## config.mk

```make
export PLATFORM = sky130hd
export DESIGN_NAME = csa_seq_wide_adder_flat
export DESIGN_NICKNAME = d
export VERILOG_FILES = /design/src/rtl/csa_seq_pkg.sv /design/src/rtl/csa_seq_wide_adder_if.sv /design/src/rtl/full_adder_Nbit_csa.sv /design/src/rtl/csa_seq_wide_adder.sv /design/src/flat_wrapper.sv
export SDC_FILE = /design/constraint.sdc
export NUM_CORES = 1
export LEC_CHECK = 0
export CAP_MARGIN = 20
export CORE_ASPECT_RATIO = 2
export CORE_MARGIN = 2
export CORE_UTILIZATION = 46
export DETAILED_ROUTE_END_ITERATION = 8
export GPL_TIMING_DRIVEN = 0
export PLACE_DENSITY_LB_ADDON = 0.2
export SETUP_SLACK_MARGIN = 0.15
export SLEW_MARGIN = 15
export SYNTH_ARGS = -nofsm -noshare
export SYNTH_HDL_FRONTEND = slang
export SYNTH_SLANG_ARGS = --single-unit
```

## constraint.sdc

```tcl
create_clock -name clk -period 8.5 [get_ports clk]
set_input_delay 1.275 -clock clk [delete_from_list [all_inputs] [get_ports clk]]
set_output_delay 1.275 -clock clk [all_outputs]
set_load 0.1 [all_outputs]
```

## src/rtl/csa_seq_pkg.sv

```systemverilog
// Shared types and defaults for the sequential wide carry-skip adder.
package csa_seq_pkg;

    localparam int unsigned DEF_SLICE_W    = 16;
    localparam int unsigned DEF_NUM_SLICES = 4;

    typedef enum logic [1:0] {
        StIdle,
        StRun,
        StDone
    } state_e;

    // Slice counter width; at least one bit so a single-slice build still has a counter.
    function automatic int unsigned idx_width(input int unsigned num_slices);
        return (num_slices <= 1) ? 1 : $clog2(num_slices);
    endfunction

endpackage

```

## src/rtl/csa_seq_wide_adder_if.sv

```systemverilog
// Valid/ready operand and result bundle for csa_seq_wide_adder.
// With CSA_SEQ_SUB_EN defined the bundle also carries the op_sub select.
interface csa_seq_wide_adder_if #(
    parameter int unsigned W = 64
);

    logic         in_valid;
    logic         in_ready;
    logic [W-1:0] a;
    logic [W-1:0] b;
    logic         cin;
`ifdef CSA_SEQ_SUB_EN
    logic         op_sub;
`endif
    logic         out_valid;
    logic         out_ready;
    logic [W-1:0] sum;
    logic         cout;
    logic         ovf;

`ifdef CSA_SEQ_SUB_EN
    modport master (
        output in_valid, a, b, cin, op_sub, out_ready,
        input  in_ready, out_valid, sum, cout, ovf
    );
    modport slave (
        input  in_valid, a, b, cin, op_sub, out_ready,
        output in_ready, out_valid, sum, cout, ovf
    );
`else
    modport master (
        output in_valid, a, b, cin, out_ready,
        input  in_ready, out_valid, sum, cout, ovf
    );
    modport slave (
        input  in_valid, a, b, cin, out_ready,
        output in_ready, out_valid, sum, cout, ovf
    );
`endif

endinterface

```

## src/rtl/full_adder_Nbit_csa.sv

```systemverilog
// Combinational carry-skip adder: ripple inside 4-bit blocks, block carry bypassed
// when every bit of the block propagates.
module full_adder_Nbit_csa #(
    parameter int unsigned width = 16
) (
    input  logic [width-1:0] a,
    input  logic [width-1:0] b,
    input  logic             cin,
    output logic [width-1:0] sum,
    output logic             cout
);

    localparam int BLK = 4;

    // Per-bit ripple with a skip mux at each block boundary.
    always_comb begin
        logic [width:0] c;
        logic           blk_p;
        logic           blk_cin;
        c       = '0;
        c[0]    = cin;
        blk_p   = 1'b1;
        blk_cin = cin;
        sum     = '0;
        for (int i = 0; i < int'(width); i++) begin
            if (i % BLK == 0) begin
                blk_p   = 1'b1;
                blk_cin = c[i];
            end
            sum[i]   = a[i] ^ b[i] ^ c[i];
            c[i+1]   = (a[i] & b[i]) | ((a[i] ^ b[i]) & c[i]);
            blk_p    = blk_p & (a[i] ^ b[i]);
            if ((i % BLK == BLK - 1) || (i == int'(width) - 1)) begin
                c[i+1] = blk_p ? blk_cin : c[i+1];
            end
        end
        cout = c[width];
    end

endmodule

```

## src/rtl/csa_seq_wide_adder.sv

```systemverilog
// Sequential wide adder: one SLICE_W carry-skip slice reused over NUM_SLICES cycles,
// LSB slice first, inter-slice carry registered. Optional feature macro: CSA_SEQ_SUB_EN
// (adds op_sub; subtract as a + ~b + 1).
module csa_seq_wide_adder
    import csa_seq_pkg::*;
#(
    parameter int unsigned SLICE_W    = DEF_SLICE_W,
    parameter int unsigned NUM_SLICES = DEF_NUM_SLICES
) (
    input  logic                 clk,
    input  logic                 rst_n,
    csa_seq_wide_adder_if.slave  bus
);

    localparam int unsigned W        = SLICE_W * NUM_SLICES;
    localparam int unsigned IDX_W    = idx_width(NUM_SLICES);
    localparam logic [IDX_W-1:0] LAST_IDX = IDX_W'(NUM_SLICES - 1);

    state_e             state_q, state_d;
    logic [IDX_W-1:0]   idx_q;
    logic [W-1:0]       a_q, b_q, sum_q;
    logic               carry_q, cout_q, ovf_q;

    logic [W-1:0]       b_in;
    logic               carry_in;
    logic               accept, last;
    logic [SLICE_W-1:0] slice_a, slice_b, slice_sum;
    logic               slice_cout;

    // Effective B operand and initial carry as seen at capture time.
    always_comb begin
`ifdef CSA_SEQ_SUB_EN
        b_in     = bus.op_sub ? ~bus.b : bus.b;
        carry_in = bus.op_sub | bus.cin;
`else
        b_in     = bus.b;
        carry_in = bus.cin;
`endif
    end

    assign accept  = bus.in_valid && (state_q == StIdle);
    assign last    = (state_q == StRun) && (idx_q == LAST_IDX);
    assign slice_a = a_q[idx_q*SLICE_W +: SLICE_W];
    assign slice_b = b_q[idx_q*SLICE_W +: SLICE_W];

    full_adder_Nbit_csa #(
        .width (SLICE_W)
    ) u_slice (
        .a    (slice_a),
        .b    (slice_b),
        .cin  (carry_q),
        .sum  (slice_sum),
        .cout (slice_cout)
    );

    // State register.
    always_ff @(posedge clk or negedge rst_n) begin
        if (!rst_n) begin
            state_q <= StIdle;
        end else begin
            state_q <= state_d;
        end
    end

    // Next state and handshake outputs.
    always_comb begin
        state_d       = state_q;
        bus.in_ready  = 1'b0;
        bus.out_valid = 1'b0;
        unique case (state_q)
            StIdle: begin
                bus.in_ready = 1'b1;
                if (bus.in_valid) state_d = StRun;
            end
            StRun: begin
                if (idx_q == LAST_IDX) state_d = StDone;
            end
            StDone: begin
                bus.out_valid = 1'b1;
                if (bus.out_ready) state_d = StIdle;
            end
            default: state_d = StIdle;
        endcase
    end

    // Operand capture, per-slice accumulation and final flag latch.
    always_ff @(posedge clk or negedge rst_n) begin
        if (!rst_n) begin
            idx_q   <= '0;
            a_q     <= '0;
            b_q     <= '0;
            sum_q   <= '0;
            carry_q <= 1'b0;
            cout_q  <= 1'b0;
            ovf_q   <= 1'b0;
        end else if (accept) begin
            a_q     <= bus.a;
            b_q     <= b_in;
            carry_q <= carry_in;
            idx_q   <= '0;
        end else if (state_q == StRun) begin
            sum_q[idx_q*SLICE_W +: SLICE_W] <= slice_sum;
            carry_q <= slice_cout;
            if (last) begin
                cout_q <= slice_cout;
                ovf_q  <= (a_q[W-1] == b_q[W-1]) && (slice_sum[SLICE_W-1] != a_q[W-1]);
            end else begin
                idx_q  <= idx_q + 1'b1;
            end
        end
    end

    assign bus.sum  = sum_q;
    assign bus.cout = cout_q;
    assign bus.ovf  = ovf_q;

endmodule
```

## src/flat_wrapper.sv

```systemverilog
// flat-port wrapper written by rule: the top's interface ports become plain ports
module csa_seq_wide_adder_flat import csa_seq_pkg::*;
#(
    parameter int unsigned SLICE_W    = DEF_SLICE_W,
    parameter int unsigned NUM_SLICES = DEF_NUM_SLICES
)
  (clk, rst_n, bus_in_valid, bus_a, bus_b, bus_cin, bus_out_ready, bus_in_ready, bus_out_valid, bus_sum, bus_cout, bus_ovf);
  csa_seq_wide_adder_if bus_i ();
  input  logic clk;
  input  logic rst_n;
  input wire logic [$bits(bus_i.in_valid)-1:0] bus_in_valid;
  input wire logic [$bits(bus_i.a)-1:0] bus_a;
  input wire logic [$bits(bus_i.b)-1:0] bus_b;
  input wire logic [$bits(bus_i.cin)-1:0] bus_cin;
  input wire logic [$bits(bus_i.out_ready)-1:0] bus_out_ready;
  output wire logic [$bits(bus_i.in_ready)-1:0] bus_in_ready;
  output wire logic [$bits(bus_i.out_valid)-1:0] bus_out_valid;
  output wire logic [$bits(bus_i.sum)-1:0] bus_sum;
  output wire logic [$bits(bus_i.cout)-1:0] bus_cout;
  output wire logic [$bits(bus_i.ovf)-1:0] bus_ovf;
  assign bus_i.in_valid = bus_in_valid;
  assign bus_i.a = bus_a;
  assign bus_i.b = bus_b;
  assign bus_i.cin = bus_cin;
  assign bus_i.out_ready = bus_out_ready;
  assign bus_in_ready = bus_i.in_ready;
  assign bus_out_valid = bus_i.out_valid;
  assign bus_sum = bus_i.sum;
  assign bus_cout = bus_i.cout;
  assign bus_ovf = bus_i.ovf;
  csa_seq_wide_adder #(.SLICE_W(SLICE_W), .NUM_SLICES(NUM_SLICES)) u_core (.clk(clk), .rst_n(rst_n), .bus(bus_i));
endmodule
```

Word-level counts from Yosys, hierarchy flattened
Cells that the tools add are included.
Widths: inputs -> output; s select.

storage, ports and cells
  word-level logic and storage cells = 141
  output and inout bits = 68
  flip-flop bits (word level) = 199
  input bits = 133

operators by class
  equality and inequality tests = 9
  reduce and logical (&&, ||, !) cells = 9
  add/subtract/negate cells = 2
  shift operators = 4
  bitwise gates (word level) = 93
  multiplexer cells = 16

operators by type and width
  kind                      number
  $shiftx 64x7->16          2
  $bwmux 64                 1
  $shift 16x34->64 const A  1
  $shiftx 16x34->64         1
  $and 1x1->1               44
  $neg 6->34                1
  $xor 1x1->1               32
  $or 1x1->1                16
  $mux 2                    6
  $mux 1                    8
  $pmux 2 s3                1
  $reduce_and 3->1          2
  $eq 2x2->1 const B        2
  $ne 2x1->1 const B        2
  $ne 2x2->1 const B        2
  $reduce_and 2->1          2
  $logic_and 1x1->1         3
  $add 2x1->2 const B       1
  $eq 2x1->1 const B        1
  $logic_not 2->1           1
  $reduce_bool 2->1         1
  $eq 1x1->1                1
  $ne 1x1->1                1
  $not 1->1                 1

Logic depth before layout (Yosys ltp)
Gate-level depths: netlist (run 1).

  depth after elaboration = 40
  gate-level depth with buffers = 31
  gate-level depth less buffers = 29

Modules after synthesis
A second synthesis (run 1) with hierarchy kept.

second synthesis, totals
  cells, all modules = 620
  area, all modules = 9086.2 µm²

by module, submodules not included
  module               seq. area each (µm²)  area an instance (µm²)  times used  cells an instance
  csa_seq_wide_adder   4979.8                8443.1                  1           565
  full_adder_Nbit_csa  0.0                   643.1                   1           55

Worst setup path before layout (run 1)
OpenSTA, ideal clock, no wires.

  path type = register to register
  from = register u_core.idx_q[1]
  to = register u_core.ovf_q, in the netlist u_core.bus.ovf
  period minus slack after synthesis = 8277 ps
  library setup time = 83 ps
  stages on the path, launching flop included = 32
  required time = 8417 ps
  buffers on the path = 2
  arrival = 8194 ps
  path slack = 223 ps
  cell sequence = dfrtp_1 -> clkbuf_1 -> clkbuf_1 -> mux4_2 -> fa_1 -> inv_1 -> fa_1 -> fa_1 -> fa_1 -> inv_1 -> mux2i_1 -> fa_1 -> fa_1 -> fa_1 -> fa_1 -> a41oi_1 -> nor2_1 -> fa_1 -> fa_1 -> fa_1 -> fa_1 -> nand2_1 -> nand2_1 -> fa_1 -> fa_1 -> fa_1 -> inv_1 -> fa_1 -> inv_1 -> and3_1 -> a21oi_1 -> o21ai_0

on the way
  word-level cells in the longest chain between the ends = 38
  elaborated cells between the ends (all ways) = 81
  those cells by class = eq/ne (2); shift (2); mux (3); bitwise (71); reduce/logical (3)

RTL lines
  item                                 RTL line                                              text
  from (decl)                          csa_seq_wide_adder.sv:20                              logic [IDX_W-1:0] idx_q;
  from (signal assigned)               csa_seq_wide_adder.sv:108                             idx_q <= idx_q + 1'b1;
  $shiftx 64x7->16 (on tied branches)  csa_seq_wide_adder.sv:43, csa_seq_wide_adder.sv:44
  $xor 1x1->1                          full_adder_Nbit_csa.sv:31, full_adder_Nbit_csa.sv:32
  $and 1x1->1                          full_adder_Nbit_csa.sv:31                             c[i+1] = (a[i] & b[i]) | ((a[i] ^ b[i]) & c[i]);
  $or 1x1->1                           full_adder_Nbit_csa.sv:31
  $and 1x1->1                          full_adder_Nbit_csa.sv:31
  $or 1x1->1                           full_adder_Nbit_csa.sv:31
  $and 1x1->1                          full_adder_Nbit_csa.sv:31
  $or 1x1->1                           full_adder_Nbit_csa.sv:31
  (+22 left out)                       n/a
  $or 1x1->1                           full_adder_Nbit_csa.sv:31
  $and 1x1->1                          full_adder_Nbit_csa.sv:31
  $or 1x1->1                           full_adder_Nbit_csa.sv:31
  $and 1x1->1                          full_adder_Nbit_csa.sv:31
  $or 1x1->1                           full_adder_Nbit_csa.sv:31
  $xor 1x1->1                          full_adder_Nbit_csa.sv:30                             sum[i] = a[i] ^ b[i] ^ c[i];
  $ne 1x1->1                           csa_seq_wide_adder.sv:106                             ovf_q <= (a_q[W-1] == b_q[W-1]) && (slice_sum[SLICE_W-1] != a_q[W-1]);
  $logic_and 1x1->1                    csa_seq_wide_adder.sv:106
  to (signal assigned)                 csa_seq_wide_adder.sv:106
  to (decl)                            csa_seq_wide_adder.sv:22                              logic carry_q, cout_q, ovf_q;

Several ways; a longest one is shown, not always the timed one.
A chain may end at the register's enable or synchronous reset.

Worst setup path after layout (run 1)
  from = register u_core.idx_q[0]
  to = register u_core.ovf_q, in the netlist u_core.bus.ovf

The elaborated chain is that of the path after synthesis.

==> qor.csv, run 1 <==
stage,metric,value,unit
global_route,antenna_found_initial,3,
worst_setup_path,crit_top_cell,fa_2,
worst_setup_path,crit_path_top_delay_cell,fa_1,
worst_setup_path,crit_family,adder cells,
status,status,"finished, final reports clean",
cts,path_clk_slew,0.07,ns
floorplanning,core-area,0.0192,mm^2
global_route,grt_pass1_vias,6633,
worst_setup_path,cp.arrival,8.46,ns
detailed_routing,drt-total-wl,23600,um
synthesis,yosysWarnings,0,
worst_setup_path,end_kind,flop,
sta,period_share,95.3,%
synthesis,yosysSeqAreaShare,56.0,%
worst_setup_path,critPathMaxFanout,10,
floorplanning,die_x,102,um
synthesis,synth_top_cell_by_area,dfrtp_1,
synthesis,synth.distinct_cells,28,
global_route,grt_max_degree,106,
floorplanning,rows,72,
placement,gp_congestion,0.797,
synthesis,ys_ff_latch,199,
cts,cts_buffers,17,
detailed_routing,drc,0,
floorplanning,ios,201,
global_route,grt.total_usage,24.5,%
cells_and_area,area_growth,34.6,%
flow_run,cap_violations,0,
detailed_routing,wl_per_cell,20.7,um
cts,holdBufCountCts,0,
detailed_routing,detail-route-antenna-nets,0,
global_route,grt_overflow,0,
worst_setup_path,critPathKind,flop to flop,
detailed_routing,vias_per_cell,5.22,
synthesis,synth-edff-count,0,
sta,fmax,123,MHz
cts,cts-root-buf,clkbuf_16,
sta,rsz0062_at_grt,false,
synthesis,syn_inst,642,
cts,h-tree-depth,4,
sta,slew_violations,0,
sta,hold_slack,0.477,ns
sta,relSlewSlack,30.4,%
worst_setup_path,required,8.86,ns
sta,setup_viol,0,
worst_setup_path,r2r_cells,31,
worst_hold_path,hold_class,flop to flop,
worst_hold_path,hold_depth,2,
synthesis,yosys.area.top_type_share,56.0,%
floorplanning,die_h,201,um
cts,clkLatencyLatePin,0.44,ns
detailed_routing,vias,5966,
global_route,grt_first_pass_wirelength,37000,um
sta,fin_skew,0.0101,ns
synthesis,synth.area.top_cells,"dfrtp_1 (56%), mux2_2 (16%), mux4_2 (8.1%)",
detailed_routing,drt_first_pass_iters,4,
sta,worst-slew-pin-transition,1.04,ns
synthesis,avgSynthCellArea,13.8,um^2
synthesis,ys_async_sr_fraction,100,%
worst_setup_path,crit_buf_inv,6,
sta,finalHoldViolCount,0,
detailed_routing,drtIter0Drc,195,
worst_setup_path,crit_cells,31,
cts,clkSinkCount,199,
cells_and_area,layout-drive-gt1-share,28.9,%
placement,hpwlAfterDp,18100,um
synthesis,ys.flop_type,dfrtp_1,
worst_setup_path,start_kind,flop,
floorplanning,fp.dieArea,0.0205,mm^2
worst_setup_path,cpPeakStageDelay,0.44,ns
cells_and_area,nets,1039,
placement,io_buffer_count,200,
synthesis,syn_area,0.00889,mm^2
floorplanning,floorplan.initialDensity,46.3,%
cells_and_area,final_cell_mix,"clkdlybuf4s50_1 (199), dfrtp_1 (199), mux2_2 (128)",
cts,cts.path.max_buffers,2,
cts,cts_tree,built,
sta,min_period,8.10,ns
synthesis,syn_nets,813,
==> through the flow <==
step	worst slack, ns	instance area [um^2]	utilization, %	TNS [ns]	cells
after detailed placement	-1.15	11200	58.6	-8.74	1102
after CTS	0.167	11900	62.1	0	1136
after floorplan	0.223	8890	-	0	642
after global placement	-1.59	11200	58.5	-316.36	1101
after global routing	0.161	12000	62.4	0	1142
final	0.400	12000	62.4	0	1142
==> worst register-to-register path: cells and delay by family (launching register included) <==
kind	cells	cell delay, ns
mux	2	0.48
flops	1	0.40
simple gates	4	0.39
fa+ha+maj	16	5.74
buf+inv	6	0.63
compound gates	3	0.38
==> cell type report <==
cell class              count  area (um^2)
well taps                 259          324
clock buffers              17          425
plain buffers              32          198
fillers                  1511         7220
inverters                  36          135
diodes                      3         7.51
flip-flops and latches    199         4980
multi-input cells         375         3680
repair buffers            207         2080
clock inverters            14          143
==> Yosys cell counts (2+ instances only) <==
master,number
clkbuf_1,12
nand2_2,3
fa_1,16
o21ai_2,10
dfrtp_1,199
nand4_1,5
mux2_2,128
a21oi_1,3
nor2_1,9
nand2_1,72
or3_1,2
inv_1,36
mux4_2,32
nand2b_1,3
buf_2,19
ha_1,22
o21ai_0,60
==> what timing repair did <==
item / CTS / global route
resized for setup: 25 / 9
pin swaps: 2 / 4
setup endpoints to repair: 15 / 5
hold endpoints to repair: 0 / 0
gates cloned: 0 / 0
setup buffers: 3 / 3
==> logic make-up (layout without fill, tap and decap cells) <==
family                   Yosys count  in the layout  synth area share (%)
other                              0              3                     0
buffers and inverters             68            306                  3.22
flip-flops                       199            199                  56.0
adder cells (fa/ha/maj)           38             38                  6.70
AND/OR/NAND/NOR                   99             99                  4.73
multiplexers                     161            161                  24.4
AO/OA/AOI/OAI                     76             76                  4.80
XOR/XNOR                           1              1                0.0985
==> flip-flops by register name, indices dropped and copies added (netlist names) <==
register         flops
u_core.bus.ovf       1
u_core.bus.cout      1
u_core.idx_q         2
u_core.a_q          64
u_core.state_q       2
u_core.carry_q       1
u_core.b_q          64
u_core.bus.sum      64
==> metal layers <==
layer / wire length (um) / global-route usage [%] / vias to the layer above
met5: 0 / 0 / -
met4: 776 / 9.86 / 0
met3: 813 / 3.86 / 45
met2: 13600 / 45.8 / 169
met1: 8350 / 26.6 / 3073
li1: - / - / 2679
==> path summary, 6_finish.rpt <==
path | start | end | slack, ns
max | u_core.idx_q[0]$_DFFE_PN0P_ | u_core.bus.ovf$_DFFE_PN0P_ | 0.40
min | u_core.bus.sum[59]$_DFFE_PN0P_ | u_core.bus.sum[59]$_DFFE_PN0P_ | 0.48
max reg2reg | u_core.idx_q[0]$_DFFE_PN0P_ | u_core.bus.ovf$_DFFE_PN0P_ | 0.40
min reg2reg | u_core.bus.sum[59]$_DFFE_PN0P_ | u_core.bus.sum[59]$_DFFE_PN0P_ | 0.48
max in group asynchronous | rst_n | u_core.a_q[7]$_DFFE_PN0P_ | 6.63
min in group asynchronous | rst_n | u_core.bus.sum[49]$_DFFE_PN0P_ | 0.86
Power of run 1 is not shown: default switching activity piles up to over one toggle a cycle in this logic, so the estimate is an artifact.
==> run 2: changes to the inputs <==
--- a/config.mk
+++ b/config.mk
@@ -12,6 +12,7 @@
 export DETAILED_ROUTE_END_ITERATION = 8
 export GPL_TIMING_DRIVEN = 0
 export PLACE_DENSITY_LB_ADDON = 0.2
+export RECOVER_POWER = 100
 export SETUP_SLACK_MARGIN = 0.15
 export SLEW_MARGIN = 15
 export SYNTH_ARGS = -nofsm -noshare
==> qor.csv, run 2 (synthesized netlist as in run 1, its figures left out) <==
stage,metric,value,unit
status,status,"finished, violations left",
status,failed_checks,"max-capacitance violations, max-slew violations",
global_route,grt_pass1_vias,6633,
cells_and_area,layout_commonest_cell,dfrtp_1,
sta,worst-slew-pin-transition,5.13,ns
sta,finalHoldViolCount,0,
floorplanning,rows,72,
global_route,grt_overflow,0,
cts,cts-root-buf,clkbuf_16,
global_route,antenna_found_initial,3,
sta,rsz0062_at_grt,false,
worst_hold_path,min_from,u_core.bus.sum[59]$_DFFE_PN0P_,
detailed_routing,wl_per_cell,20.7,um
floorplanning,ios,201,
cells_and_area,nets,1039,
cells_and_area,final_core_util,62.2,%
worst_setup_path,required,8.86,ns
detailed_routing,drt-total-wl,23600,um
global_route,grt.total_usage,24.5,%
cells_and_area,layout-drive-gt1-share,26.9,%
detailed_routing,drtIter0Drc,187,
worst_hold_path,hold_depth,2,
worst_setup_path,r2r_cells,31,
sta,min_period,8.14,ns
cts,cts_tree,built,
detailed_routing,vias_per_cell,5.23,
worst_setup_path,setup.worst_path.start,u_core.idx_q[0]$_DFFE_PN0P_,
worst_hold_path,hold_class,flop to flop,
detailed_routing,detail-route-antenna-nets,0,
worst_setup_path,crit_top_cell,fa_2,
floorplanning,die_x,102,um
global_route,grt_max_degree,106,
cts,path_clk_slew,0.07,ns
sta,period_share,95.8,%
worst_setup_path,cp.arrival,8.50,ns
cells_and_area,final_area,0.0119,mm^2
worst_setup_path,regToRegSetupSlack,0.36,ns
worst_setup_path,end_kind,flop,
floorplanning,fp.dieArea,0.0205,mm^2
worst_setup_path,cpPeakStageDelay,0.44,ns
cells_and_area,area_growth,34.3,%
floorplanning,core-area,0.0192,mm^2
worst_setup_path,crit_path_top_delay_cell,fa_1,
sta,setup_viol,0,
cts,clkLatencyLatePin,0.44,ns
cts,h-tree-depth,4,
cts,cts_buffers,17,
detailed_routing,drc,0,
placement,gp_congestion,0.797,
sta,fmax,123,MHz
floorplanning,floorplan.initialDensity,46.3,%
global_route,grt_first_pass_wirelength,37000,um
cells_and_area,final_cell_mix,"dfrtp_1 (199), clkdlybuf4s50_1 (129), mux2_2 (128)",
placement,io_buffer_count,200,
worst_setup_path,critPathKind,flop to flop,
worst_setup_path,start_kind,flop,
sta,hold_slack,0.472,ns
detailed_routing,drt_first_pass_iters,4,
worst_setup_path,critPathMaxFanout,10,
sta,relSlewSlack,-242,%
worst_setup_path,rr_startpoint,u_core.idx_q[0]$_DFFE_PN0P_,
placement,placed_area,0.0112,mm^2
cts,holdBufCountCts,0,
sta,fin_skew,0.0106,ns
flow_run,cap_violations,1,
floorplanning,die_h,201,um
cts,clkSinkCount,199,
cts,cts.path.max_buffers,2,
placement,hpwlAfterDp,18100,um
detailed_routing,vias,5972,
sta,slew_violations,96,
==> run 2: layout make-up <==
cell class | instances | area [um^2]
diodes | 3 | 7.51
plain buffers | 32 | 180
clock buffers | 17 | 425
clock inverters | 14 | 143
fillers | 1519 | 7250
inverters | 36 | 135
multi-input cells | 375 | 3670
flip-flops and latches | 199 | 4980
well taps | 259 | 324
repair buffers | 207 | 2070
==> run 2: per-stage QoR <==
stage	std cells	setup WS, ns	TNS, ns
6_report	1142	0.356	0
4_1_cts	1136	0.167	0
3_3_place_gp	1101	-1.59	-316.36
3_5_place_dp	1102	-1.15	-8.74
5_1_grt	1142	0.0958	0
2_1_floorplan	642	0.223	0
==> run 2: routing by layer <==
metal | track usage (%) | up-vias | part of all wire [%]
li1 | - | 2680 | -
met2 | 45.8 | 181 | 58
met3 | 3.86 | 46 | 3.6
met4 | 9.86 | 0 | 3.4
met5 | 0 | - | 0
met1 | 26.6 | 3065 | 35
==> run 2: what timing repair did <==
action | CTS | global route
gates resized for setup | 25 | 9
setup endpoints to repair | 15 | 5
buffers inserted | 3 | 3
pin swaps | 2 | 4
==> run 2: critical path: cells and delay by family, from the launching register on <==
family	cells	cell delay, ns
muxes	2	0.48
and+or+nand+nor	4	0.39
DFF	1	0.40
adders and majority gates	16	5.77
buffers and inverters	6	0.63
AOI/OAI and AO/OA	3	0.39
==> run 2: path summary, 6_finish.rpt <==
| kind | end |
|---|---|
| worst min register to register | u_core.bus.sum[59]$_DFFE_PN0P_ |
| worst max-delay path | u_core.bus.ovf$_DFFE_PN0P_ |
| worst min-delay path | u_core.bus.sum[59]$_DFFE_PN0P_ |
| min in group asynchronous | u_core.bus.sum[49]$_DFFE_PN0P_ |
| worst max register to register | u_core.bus.ovf$_DFFE_PN0P_ |
| max in group asynchronous | u_core.a_q[28]$_DFFE_PN0P_ |
Power of run 2 is left out for the same reason.
==> run 3: changes to the inputs <==
--- a/config.mk
+++ b/config.mk
@@ -6,10 +6,11 @@
 export NUM_CORES = 1
 export LEC_CHECK = 0
 export CAP_MARGIN = 20
-export CORE_ASPECT_RATIO = 2
+export CORE_ASPECT_RATIO = 1.1
 export CORE_MARGIN = 2
 export CORE_UTILIZATION = 46
 export DETAILED_ROUTE_END_ITERATION = 8
+export GPL_ROUTABILITY_DRIVEN = 0
 export GPL_TIMING_DRIVEN = 0
 export PLACE_DENSITY_LB_ADDON = 0.2
 export RECOVER_POWER = 100
==> qor.csv, run 3 (synthesized netlist as in run 1, its figures left out) <==
stage,metric,value,unit
status,status,"finished, violations left",
status,failed_checks,"max-capacitance violations, max-slew violations",
detailed_routing,drt_first_pass_iters,4,
worst_setup_path,cpPeakStageDelay,0.41,ns
detailed_routing,drt-total-wl,21900,um
floorplanning,die_x,137,um
detailed_routing,vias_per_cell,5.26,
cells_and_area,nets,1036,
placement,io_buffer_count,200,
sta,period_share,95.0,%
cells_and_area,final_core_util,62.8,%
worst_setup_path,critPathMaxFanout,10,
cts,holdBufCountCts,0,
floorplanning,ios,201,
global_route,grt_max_degree,109,
worst_setup_path,crit_top_cell,fa_2,
floorplanning,core-area,0.0190,mm^2
worst_setup_path,crit_buf_inv,7,
detailed_routing,detail-route-antenna-nets,0,
cells_and_area,final_cell_mix,"dfrtp_1 (199), clkdlybuf4s50_1 (129), mux2_2 (128)",
sta,finalHoldViolCount,0,
global_route,grt.total_usage,22.6,%
global_route,grt_pass1_vias,6328,
worst_setup_path,required,8.79,ns
cts,cts_tree,built,
sta,hold_slack,0.476,ns
worst_hold_path,hold_class,flop to flop,
worst_setup_path,critPathKind,flop to flop,
global_route,grt_overflow,0,
detailed_routing,drc,0,
sta,min_period,8.07,ns
cells_and_area,multiInputGateArea,0.00366,mm^2
cells_and_area,layout_commonest_cell,dfrtp_1,
cts,path_clk_slew,0.07,ns
sta,worst-slew-pin-transition,5.78,ns
detailed_routing,drtIter0Drc,275,
cells_and_area,layout-drive-gt1-share,26.3,%
floorplanning,rows,53,
worst_setup_path,end_kind,flop,
global_route,antenna_found_initial,0,
sta,fin_skew,0.00835,ns
cts,cts-root-buf,clkbuf_16,
cells_and_area,regArea,0.00498,mm^2
sta,setup_viol,0,
worst_setup_path,crit_family,adder cells,
cts,cts.path.max_buffers,2,
global_route,grt_first_pass_wirelength,34100,um
worst_setup_path,cp.arrival,8.36,ns
cts,h-tree-depth,4,
detailed_routing,vias,5912,
cells_and_area,n_antenna_cell,0,
sta,rsz0062_at_grt,false,
cts,clkLatencyLatePin,0.42,ns
floorplanning,die_h,150,um
cells_and_area,area_growth,34.5,%
floorplanning,fp.dieArea,0.0205,mm^2
cts,cts_buffers,17,
sta,relSlewSlack,-285,%
sta,fmax,124,MHz
cts,clkSinkCount,199,
flow_run,cap_violations,1,
worst_setup_path,crit_path_top_delay_cell,fa_2,
floorplanning,floorplan.initialDensity,46.7,%
cells_and_area,fillCellCount,1431,
sta,tns,0,ns
placement,hpwlAfterDp,16500,um
detailed_routing,wl_per_cell,19.5,um
sta,slew_violations,109,
worst_setup_path,start_kind,flop,
run 3: cell count changes in the layout (fill, tap and decap cells not counted), moves of 2 or more:
cell | previous run | this run
inv_6 | 3 | 1
clkinvlp_4 | 4 | 1
clkinv_2 | 1 | 3
clkbuf_8 | 2 | 4
diode_2 | 3 | 0
bufinv_16 | 1 | 5
buf_4 | 6 | 4
inv_1 | 34 | 36
inv_8 | 3 | 0
run 3: final cells by class:
class / count / share of cell area [%]
multi-input combinational: 375 / 30.6
inverter: 36 / 1.13
buffer: 32 / 1.48
sequential: 199 / 41.6
tap: 247 / 2.58
timing repair buffer: 204 / 17.1
clock inverter: 12 / 1.66
clock buffer: 19 / 3.79
run 3: final timing paths:
check	startpoint	end	slack, ns	cells after the start
worst max register to register	u_core.idx_q[0]$_DFFE_PN0P_	u_core.bus.sum[47]$_DFFE_PN0P_	0.43	30
worst min register to register	u_core.bus.sum[31]$_DFFE_PN0P_	u_core.bus.sum[31]$_DFFE_PN0P_	0.48	2
worst max-delay path	u_core.idx_q[0]$_DFFE_PN0P_	u_core.bus.sum[47]$_DFFE_PN0P_	0.43	30
worst min-delay path	u_core.bus.sum[31]$_DFFE_PN0P_	u_core.bus.sum[31]$_DFFE_PN0P_	0.48	2
min in group asynchronous	rst_n	u_core.bus.sum[51]$_DFFE_PN0P_	2.97	1
max in group asynchronous	rst_n	u_core.b_q[7]$_DFFE_PN0P_	2.29	1
run 3: worst min-delay path, delay by kind of cell, from the launching register on:
family | cells | cell delay, ns
compound gates | 1 | 0.06
flops | 1 | 0.33
simple gates | 1 | 0.05
run 3: through the flow:
step                      worst slack, ns  cells  area [um^2]
final                               0.426   1124        12000
after global routing               0.0907   1124        12000
after CTS                           0.156   1124        12000
after detailed placement            -1.13   1090        11200
after global placement              -1.57   1089        11200
after floorplan                     0.223    642         8890
run 3: repair_timing:
| item | 4_1_cts | 5_1_grt |
|---|---|---|
| buffers inserted | 3 | 0 |
| pin swaps | 1 | 3 |
| setup endpoints to repair | 15 | 7 |
| gates resized for setup | 24 | 7 |
run 3: metal layers:
layer	GRT usage, %	vias up	part of all wire (%)
met4	6.93	0	1.6
li1	-	2672	-
met2	38.4	184	51
met5	0	-	0
met3	4.10	22	5.3
met1	29.5	3034	42
Power of run 3 is left out for the same reason.
